### config.mk
export PLATFORM = sky130hd
export DESIGN_NAME = tile_fetch_sequencer_flat
export DESIGN_NICKNAME = d
export VERILOG_FILES = /design/src/rtl/tile_fetch_sequencer_if.sv /design/src/rtl/tile_fetch_sequencer.sv /design/src/flat_wrapper.sv
export SDC_FILE = /design/constraint.sdc
export NUM_CORES = 1
export LEC_CHECK = 0
export CAP_MARGIN = 10
export CORE_MARGIN = 2
export CORE_UTILIZATION = 43
export CTS_CLUSTER_DIAMETER = 80
export DETAILED_ROUTE_END_ITERATION = 7
export GPL_TIMING_DRIVEN = 1
export MAX_ROUTING_LAYER = met4
export PLACE_DENSITY = 0.69
export SETUP_SLACK_MARGIN = 0.3
export SYNTH_ARGS = -nofsm -noshare
export SYNTH_HDL_FRONTEND = slang
export SYNTH_SLANG_ARGS = --single-unit
### constraint.sdc
create_clock -name clk -period 2.8 [get_ports clk]
set_clock_uncertainty 0.15 [all_clocks]
set_input_delay 0.56 -clock clk [delete_from_list [all_inputs] [get_ports clk]]
set_output_delay 0.56 -clock clk [all_outputs]
set_load 0.01 [all_outputs]
### src/rtl/tile_fetch_sequencer_if.sv
// -----------------------------------------------------------------------------
// tile_fetch_sequencer_if
//   Bundles the control, configuration and BRAM-read signals of the tile fetch
//   sequencer so the controller side and the sequencer share one port.
//
//   Control   : start, abort, stall          (controller -> sequencer)
//   Config    : cfg_mode, cfg_base_addr,
//               cfg_fetches_per_tile,
//               cfg_num_tiles                (controller -> sequencer)
//   BRAM side : bram_addr, bram_en           (sequencer -> BRAM port)
//   Status    : rd_valid, rd_last, tile_idx,
//               tile_done, all_done,
//               cfg_err, busy                (sequencer -> controller)
//
//   modport slave  : the sequencer view
//   modport master : the controller / driver view
// -----------------------------------------------------------------------------
interface tile_fetch_sequencer_if #(
   parameter int ADDR_WIDTH     = 11,
   parameter int MAX_FETCHES    = 16,
   parameter int TILE_CNT_WIDTH = 9
);
   localparam int FPT_WIDTH = $clog2(MAX_FETCHES + 1);

   logic                      start;
   logic                      abort;
   logic                      stall;
   logic                      cfg_mode;
   logic [ADDR_WIDTH-1:0]     cfg_base_addr;
   logic [FPT_WIDTH-1:0]      cfg_fetches_per_tile;
   logic [TILE_CNT_WIDTH-1:0] cfg_num_tiles;

   logic [ADDR_WIDTH-1:0]     bram_addr;
   logic                      bram_en;
   logic                      rd_valid;
   logic                      rd_last;
   logic [TILE_CNT_WIDTH-1:0] tile_idx;
   logic                      tile_done;
   logic                      all_done;
   logic                      cfg_err;
   logic                      busy;

   modport slave (
      input  start, abort, stall, cfg_mode, cfg_base_addr,
             cfg_fetches_per_tile, cfg_num_tiles,
      output bram_addr, bram_en, rd_valid, rd_last, tile_idx,
             tile_done, all_done, cfg_err, busy
   );

   modport master (
      output start, abort, stall, cfg_mode, cfg_base_addr,
             cfg_fetches_per_tile, cfg_num_tiles,
      input  bram_addr, bram_en, rd_valid, rd_last, tile_idx,
             tile_done, all_done, cfg_err, busy
   );
endinterface

### src/rtl/tile_fetch_sequencer.sv
// -----------------------------------------------------------------------------
// tile_fetch_sequencer
//   Issues BRAM read addresses for a run of tiles starting at a runtime base
//   address. Tiles are contiguous in memory (tile t starts at base + t*fpt).
//   Step mode issues one tile per start; auto mode runs all tiles back-to-back
//   with no gap cycle. rd_valid / rd_last are bram_en / last-of-tile delayed by
//   RD_LATENCY cycles so they line up with the BRAM read data.
//
// Ports:
//   clk    : clock, rising edge
//   rst_n  : asynchronous active-low reset
//   bus    : tile_fetch_sequencer_if.slave (control, config, BRAM and status)
// -----------------------------------------------------------------------------
module tile_fetch_sequencer #(
   parameter int ADDR_WIDTH     = 11,
   parameter int MAX_FETCHES    = 16,
   parameter int TILE_CNT_WIDTH = 9,
   parameter int RD_LATENCY     = 2
) (
   input  logic                  clk,
   input  logic                  rst_n,
   tile_fetch_sequencer_if.slave bus
);
   localparam int FPT_WIDTH = $clog2(MAX_FETCHES + 1);
   localparam logic [FPT_WIDTH-1:0]      FPT_ONE  = FPT_WIDTH'(1);
   localparam logic [FPT_WIDTH-1:0]      FPT_MAX  = FPT_WIDTH'(MAX_FETCHES);
   localparam logic [TILE_CNT_WIDTH-1:0] TILE_ONE = TILE_CNT_WIDTH'(1);
   localparam logic [ADDR_WIDTH-1:0]     ADDR_ONE = ADDR_WIDTH'(1);

   typedef enum logic [1:0] {
      IDLE  = 2'd0,
      FETCH = 2'd1,
      DONE  = 2'd2
   } state_t;

   state_t                    state, state_nxt;
   logic [ADDR_WIDTH-1:0]     ptr;
   logic [FPT_WIDTH-1:0]      offset;
   logic [FPT_WIDTH-1:0]      fpt_q;
   logic [TILE_CNT_WIDTH-1:0] tile_idx;
   logic [TILE_CNT_WIDTH-1:0] ntiles_q;
   logic                      mode_q;
   logic                      tile_done_q;
   logic                      all_done_q;
   logic                      cfg_err_q;
   logic [RD_LATENCY-1:0]     vld_p;
   logic [RD_LATENCY-1:0]     last_p;

   logic issue;
   logic issue_last;
   logic final_tile;
   logic cfg_bad;
   logic accept_new;

   assign issue_last = (offset == (fpt_q - FPT_ONE));
   assign final_tile = (tile_idx == (ntiles_q - TILE_ONE));
   assign cfg_bad    = (bus.cfg_fetches_per_tile == '0)
                    || (bus.cfg_fetches_per_tile > FPT_MAX)
                    || (bus.cfg_num_tiles == '0);

   // Next-state and issue decode. Abort overrides every other input, so no
   // issue or config acceptance can happen in an abort cycle.
   always_comb begin
      state_nxt  = state;
      issue      = 1'b0;
      accept_new = 1'b0;
      if (bus.abort) begin
         state_nxt = IDLE;
      end else begin
         case (state)
            IDLE: begin
               if (bus.start) begin
                  if (tile_idx != '0) begin
                     // step-mode continuation: latched config and pointer kept
                     state_nxt = FETCH;
                  end else begin
                     accept_new = 1'b1;
                     if (!cfg_bad) state_nxt = FETCH;
                  end
               end
            end
            FETCH: begin
               if (!bus.stall) begin
                  issue = 1'b1;
                  if (issue_last && (final_tile || !mode_q)) state_nxt = DONE;
               end
            end
            DONE:    state_nxt = IDLE;
            default: state_nxt = IDLE;
         endcase
      end
   end

   always_ff @(posedge clk or negedge rst_n) begin
      if (!rst_n) begin
         state       <= IDLE;
         ptr         <= '0;
         offset      <= '0;
         tile_idx    <= '0;
         mode_q      <= 1'b0;
         fpt_q       <= '0;
         ntiles_q    <= '0;
         tile_done_q <= 1'b0;
         all_done_q  <= 1'b0;
         cfg_err_q   <= 1'b0;
      end else begin
         state       <= state_nxt;
         tile_done_q <= 1'b0;
         all_done_q  <= 1'b0;
         cfg_err_q   <= 1'b0;
         if (bus.abort) begin
            offset   <= '0;
            tile_idx <= '0;
         end else if (accept_new) begin
            // config is latched even when rejected; the next tile-0 start
            // relatches it anyway
            mode_q    <= bus.cfg_mode;
            fpt_q     <= bus.cfg_fetches_per_tile;
            ntiles_q  <= bus.cfg_num_tiles;
            cfg_err_q <= cfg_bad;
            if (!cfg_bad) begin
               ptr    <= bus.cfg_base_addr;
               offset <= '0;
            end
         end else if (issue) begin
            ptr <= ptr + ADDR_ONE;
            if (issue_last) begin
               offset      <= '0;
               tile_done_q <= 1'b1;
               if (final_tile) begin
                  tile_idx   <= '0;
                  all_done_q <= 1'b1;
               end else begin
                  tile_idx <= tile_idx + TILE_ONE;
               end
            end else begin
               offset <= offset + FPT_ONE;
            end
         end
      end
   end

   // Issue -> read-data alignment: stage i holds the strobe issued i+1 cycles ago
   always_ff @(posedge clk or negedge rst_n) begin
      if (!rst_n) begin
         vld_p  <= '0;
         last_p <= '0;
      end else if (bus.abort) begin
         vld_p  <= '0;
         last_p <= '0;
      end else begin
         vld_p[0]  <= issue;
         last_p[0] <= issue && issue_last;
         for (int i = 1; i < RD_LATENCY; i++) begin
            vld_p[i]  <= vld_p[i-1];
            last_p[i] <= last_p[i-1];
         end
      end
   end

   assign bus.bram_addr = ptr;
   assign bus.bram_en   = issue;
   assign bus.rd_valid  = vld_p[RD_LATENCY-1];
   assign bus.rd_last   = last_p[RD_LATENCY-1];
   assign bus.tile_idx  = tile_idx;
   assign bus.tile_done = tile_done_q;
   assign bus.all_done  = all_done_q;
   assign bus.cfg_err   = cfg_err_q;
   assign bus.busy      = (state != IDLE);
endmodule

### src/flat_wrapper.sv
// flat-port wrapper written by rule: the top's interface ports become plain ports
module tile_fetch_sequencer_flat 
#(
   parameter int ADDR_WIDTH     = 11,
   parameter int MAX_FETCHES    = 16,
   parameter int TILE_CNT_WIDTH = 9,
   parameter int RD_LATENCY     = 2
)
  (clk, rst_n, bus_start, bus_abort, bus_stall, bus_cfg_mode, bus_cfg_base_addr, bus_cfg_fetches_per_tile, bus_cfg_num_tiles, bus_bram_addr, bus_bram_en, bus_rd_valid, bus_rd_last, bus_tile_idx, bus_tile_done, bus_all_done, bus_cfg_err, bus_busy);
  tile_fetch_sequencer_if #(.ADDR_WIDTH(ADDR_WIDTH), .MAX_FETCHES(MAX_FETCHES), .TILE_CNT_WIDTH(TILE_CNT_WIDTH)) bus_i ();
  input  logic clk;
  input  logic rst_n;
  input wire logic [$bits(bus_i.start)-1:0] bus_start;
  input wire logic [$bits(bus_i.abort)-1:0] bus_abort;
  input wire logic [$bits(bus_i.stall)-1:0] bus_stall;
  input wire logic [$bits(bus_i.cfg_mode)-1:0] bus_cfg_mode;
  input wire logic [$bits(bus_i.cfg_base_addr)-1:0] bus_cfg_base_addr;
  input wire logic [$bits(bus_i.cfg_fetches_per_tile)-1:0] bus_cfg_fetches_per_tile;
  input wire logic [$bits(bus_i.cfg_num_tiles)-1:0] bus_cfg_num_tiles;
  output wire logic [$bits(bus_i.bram_addr)-1:0] bus_bram_addr;
  output wire logic [$bits(bus_i.bram_en)-1:0] bus_bram_en;
  output wire logic [$bits(bus_i.rd_valid)-1:0] bus_rd_valid;
  output wire logic [$bits(bus_i.rd_last)-1:0] bus_rd_last;
  output wire logic [$bits(bus_i.tile_idx)-1:0] bus_tile_idx;
  output wire logic [$bits(bus_i.tile_done)-1:0] bus_tile_done;
  output wire logic [$bits(bus_i.all_done)-1:0] bus_all_done;
  output wire logic [$bits(bus_i.cfg_err)-1:0] bus_cfg_err;
  output wire logic [$bits(bus_i.busy)-1:0] bus_busy;
  assign bus_i.start = bus_start;
  assign bus_i.abort = bus_abort;
  assign bus_i.stall = bus_stall;
  assign bus_i.cfg_mode = bus_cfg_mode;
  assign bus_i.cfg_base_addr = bus_cfg_base_addr;
  assign bus_i.cfg_fetches_per_tile = bus_cfg_fetches_per_tile;
  assign bus_i.cfg_num_tiles = bus_cfg_num_tiles;
  assign bus_bram_addr = bus_i.bram_addr;
  assign bus_bram_en = bus_i.bram_en;
  assign bus_rd_valid = bus_i.rd_valid;
  assign bus_rd_last = bus_i.rd_last;
  assign bus_tile_idx = bus_i.tile_idx;
  assign bus_tile_done = bus_i.tile_done;
  assign bus_all_done = bus_i.all_done;
  assign bus_cfg_err = bus_i.cfg_err;
  assign bus_busy = bus_i.busy;
  tile_fetch_sequencer #(.ADDR_WIDTH(ADDR_WIDTH), .MAX_FETCHES(MAX_FETCHES), .TILE_CNT_WIDTH(TILE_CNT_WIDTH), .RD_LATENCY(RD_LATENCY)) u_core (.clk(clk), .rst_n(rst_n), .bus(bus_i));
endmodule
==> flow_metrics.tcl <==
set metrics [dict create \
    synth_compound_area_frac 0.157 \
    nets 429 \
    drtIter0Drc 144 \
    yosysTopAreaCellShare 0.427 \
    postRouteWirelength_um 6780 \
    htreeDepth 2 \
    worst_pin_slew_ps 623 \
    finalCritPeriodShare 0.873 \
    layout_common_cells "clkdlybuf4s50_1, nand2_1, dfrtp_1, o21ai_0, nor2_1" \
    status "finished with violations" \
    ctsLongestPathBuffers 2 \
    synthSimpleGateAreaFrac 0.249 \
    yosys-top-cells-area "dfrtp_1, nand2_1, o21ai_0" \
    relSlewSlack 0.584 \
    initial_core_util 0.447 \
    period_minus_slack_ps 2440 \
    critPathKind "reg2reg" \
    grt_pass1_wl_um 11500 \
    io_buffers 57 \
    diodes 0 \
    finalPower_w 0.00326 \
    worstHoldPathType "in2async" \
    vias 2585 \
    synth-seq-area-share 0.427 \
    grt_max_degree 50 \
    vias_per_cell 5.50 \
    core_area_mm2 0.00642 \
    num_io_pins 58 \
    max_freq_mhz 409 \
    netlist_area_mm2 0.00287 \
    multi_input_area_mm2 0.00152 \
    wire_per_inst_um 14.4 \
    synth_top_family_by_area "simple AND/OR/NAND/NOR gates" \
    violations "design-rule violations" \
    postSynthAreaPerCell_um2 8.66 \
    power_leakage_nw 1.58 \
    cts_tree "built" \
    area_growth_pct 28.7 \
    yosys.cell_types.count 51 \
    fin_util 0.576 \
    crit_path_end_kind "register" \
    clk_latency_ps 300 \
    synthXorXnorAreaFrac 0.0697 \
    finalMaxSlewViolations 0 \
    synth-async-reset-ratio 1.00 \
    syn_nets 369 \
    die_area_mm2 0.00735 \
    synth-adder-area-share 0.0261 \
    drtPass1Iterations 7 \
    final_common_cell "clkdlybuf4s50_1" \
    drv_cap 0 \
    powerDensity_mw_per_mm2 881 \
    peakVddDrop_mv 0.541 \
    place_area_mm2 0.00353 \
    cp-start-kind "register" \
    synth_ff_type "dfrtp_1" \
    drive_gt1_frac 0.109 \
    overflow 0 \
    synth_seq_cells 49 \
    cts_sinks 49 \
    num_rows 29 \
    numCtsBuffers 5 \
    gp_congestion 0.873 \
    ant_nets 0 \
    antenna_found_initial 0 \
    clk_pin_slew_ps 100 \
    synthCells 332 \
    postCtsHoldBufs 0 \
    cp.arrival_ps 2490 \
    hold_viol 0 \
    required_ps 2850 \
    final-seq-area_mm2 0.00123 \
    rsz0062_at_grt "true" \
    dp_hpwl_um 4990 \
    dieWidth_um 85.8 \
    finalSetupViolations 0 \
    tns_ps 0 \
    crit_fanout 7 \
    synth.area.mux_share 0.0192 \
    die_h_um 85.8 \
    drcViolationCount 3 \
    postLayoutCellArea_mm2 0.00370 \
    grt_pass1_vias 2430 \
    clock-root-buffer "clkbuf_8" \
    ys_warn_count 0 \
    synth_edf_count 0 \
    fill_cells 560 \
    track_usage 0.200 \
    synth_top_area_cell "dfrtp_1" \
]
[state kept, by name, summed over array words and instances (netlist names)]
register and cells:
u_core.ntiles_q 9, u_core.mode_q 1, u_core.vld_p 2, u_core.bus.tile_done 1, u_core.bus.cfg_err 1, u_core.bus.bram_addr 11
u_core.last_p 2, u_core.fpt_q 5, u_core.state 2, u_core.bus.tile_idx 9, u_core.offset 5, u_core.bus.all_done 1
[cells in the mapped netlist, types with 2 or more instances]
cell and count:
nor2b_1 2, nand4b_1 2, inv_1 16, o21ai_0 29, clkbuf_1 10, nand2_1 52, nor3_1 14, o31ai_1 2
o2111ai_1 3, ha_1 6, dfrtp_1 49, o21ai_1 2, nand4_1 6, nor4_2 2, xnor2_1 12, and3_1 6
nand3_1 14, nand3b_1 2, nand2b_1 5, o21a_1 2, mux2i_1 4, o211ai_2 2, buf_2 7, nor4_1 2
a21oi_1 18, xor2_1 9, and2_1 3, nor2_1 26, o22ai_1 2, a211oi_1 2
[area by class of cell]
cell class,count,area share
Sequential cell,49,0.332
Clock inverter,2,0.0101
Inverter,16,0.0162
Multi-Input combinational cell,248,0.412
Timing Repair Buffer,72,0.182
Clock buffer,6,0.0223
Tap cell,77,0.0260
[where the power goes]
part	switching (W)	total, W	internal [W]
combinational	0.000742	0.00148	0.000742
sequential	0.000311	0.00124	0.000927
clock	0.000245	0.000536	0.000291
total	0.00130	0.00326	0.00196
[per-layer routing]
layer / routed length [µm] / vias to the layer above / global-route usage
li1: - / 1281 / -
met1: 3280 / 1234 / 0.276
met2: 3180 / 64 / 0.305
met3: 256 / 6 / 0.0327
met4: 62 / 0 / 0.0592
met5: 0 / - / -
[critical path, cell delays in order (launching register included)]
cell,delay [ps]
dfrtp_2,460
inv_1,90
ha_2,260
inv_1,80
a2111oi_1,330
a211o_1,220
nor4_4,70
a21oi_4,220
o211ai_2,140
mux2_4,320
[per-stage QoR]
| step | std cells | setup WS [ps] | hold slack [ps] |
|---|---|---|---|
| after floorplan | 332 | 429 | 114 |
| after global placement | 459 | -10.6 | 304 |
| after detailed placement | 459 | -6.20 | 299 |
| after CTS | 467 | 299 | 226 |
| after global routing | 470 | 267 | 246 |
| final | 470 | 357 | 192 |
[path summary, 6_finish.rpt]
kind | startpoint | end | slack (ps) | cells past startpoint
setup / recovery | u_core.ntiles_q[0]$_DFFE_PN0P_ | u_core.state[0]$_DFFE_PN0P_ | 360 | 9
hold / removal | rst_n | u_core.bus.tile_idx[3]$_DFFE_PN0P_ | 190 | 2
setup reg to reg | u_core.ntiles_q[0]$_DFFE_PN0P_ | u_core.state[0]$_DFFE_PN0P_ | 360 | 9
hold reg to reg | u_core.last_p[0]$_DFF_PN0_ | u_core.last_p[1]$_DFF_PN0_ | 320 | 1
max in group asynchronous | rst_n | u_core.ntiles_q[0]$_DFFE_PN0P_ | 1870 | 2
min in group clk | u_core.last_p[0]$_DFF_PN0_ | u_core.last_p[1]$_DFF_PN0_ | 320 | 1
[cells by family (layout without fill, tap and decap cells)]
| logic type | count (synthesis) | count (layout) |
|---|---|---|
| mux | 5 | 5 |
| flops | 49 | 49 |
| buf+inv | 35 | 96 |
| xor+xnor | 22 | 22 |
| simple gates | 143 | 143 |
| compound gates | 72 | 72 |
| fa+ha+maj | 6 | 6 |
[what timing repair did]
action                                 CTS  global route
buffers inserted                         0             3
pin swaps                                0             3
cloned                                   0             0
resized for setup                        4             7
endpoints found under the hold margin    0             0
setup endpoints to repair                4            14
Power figures use the tool's default switching activity.
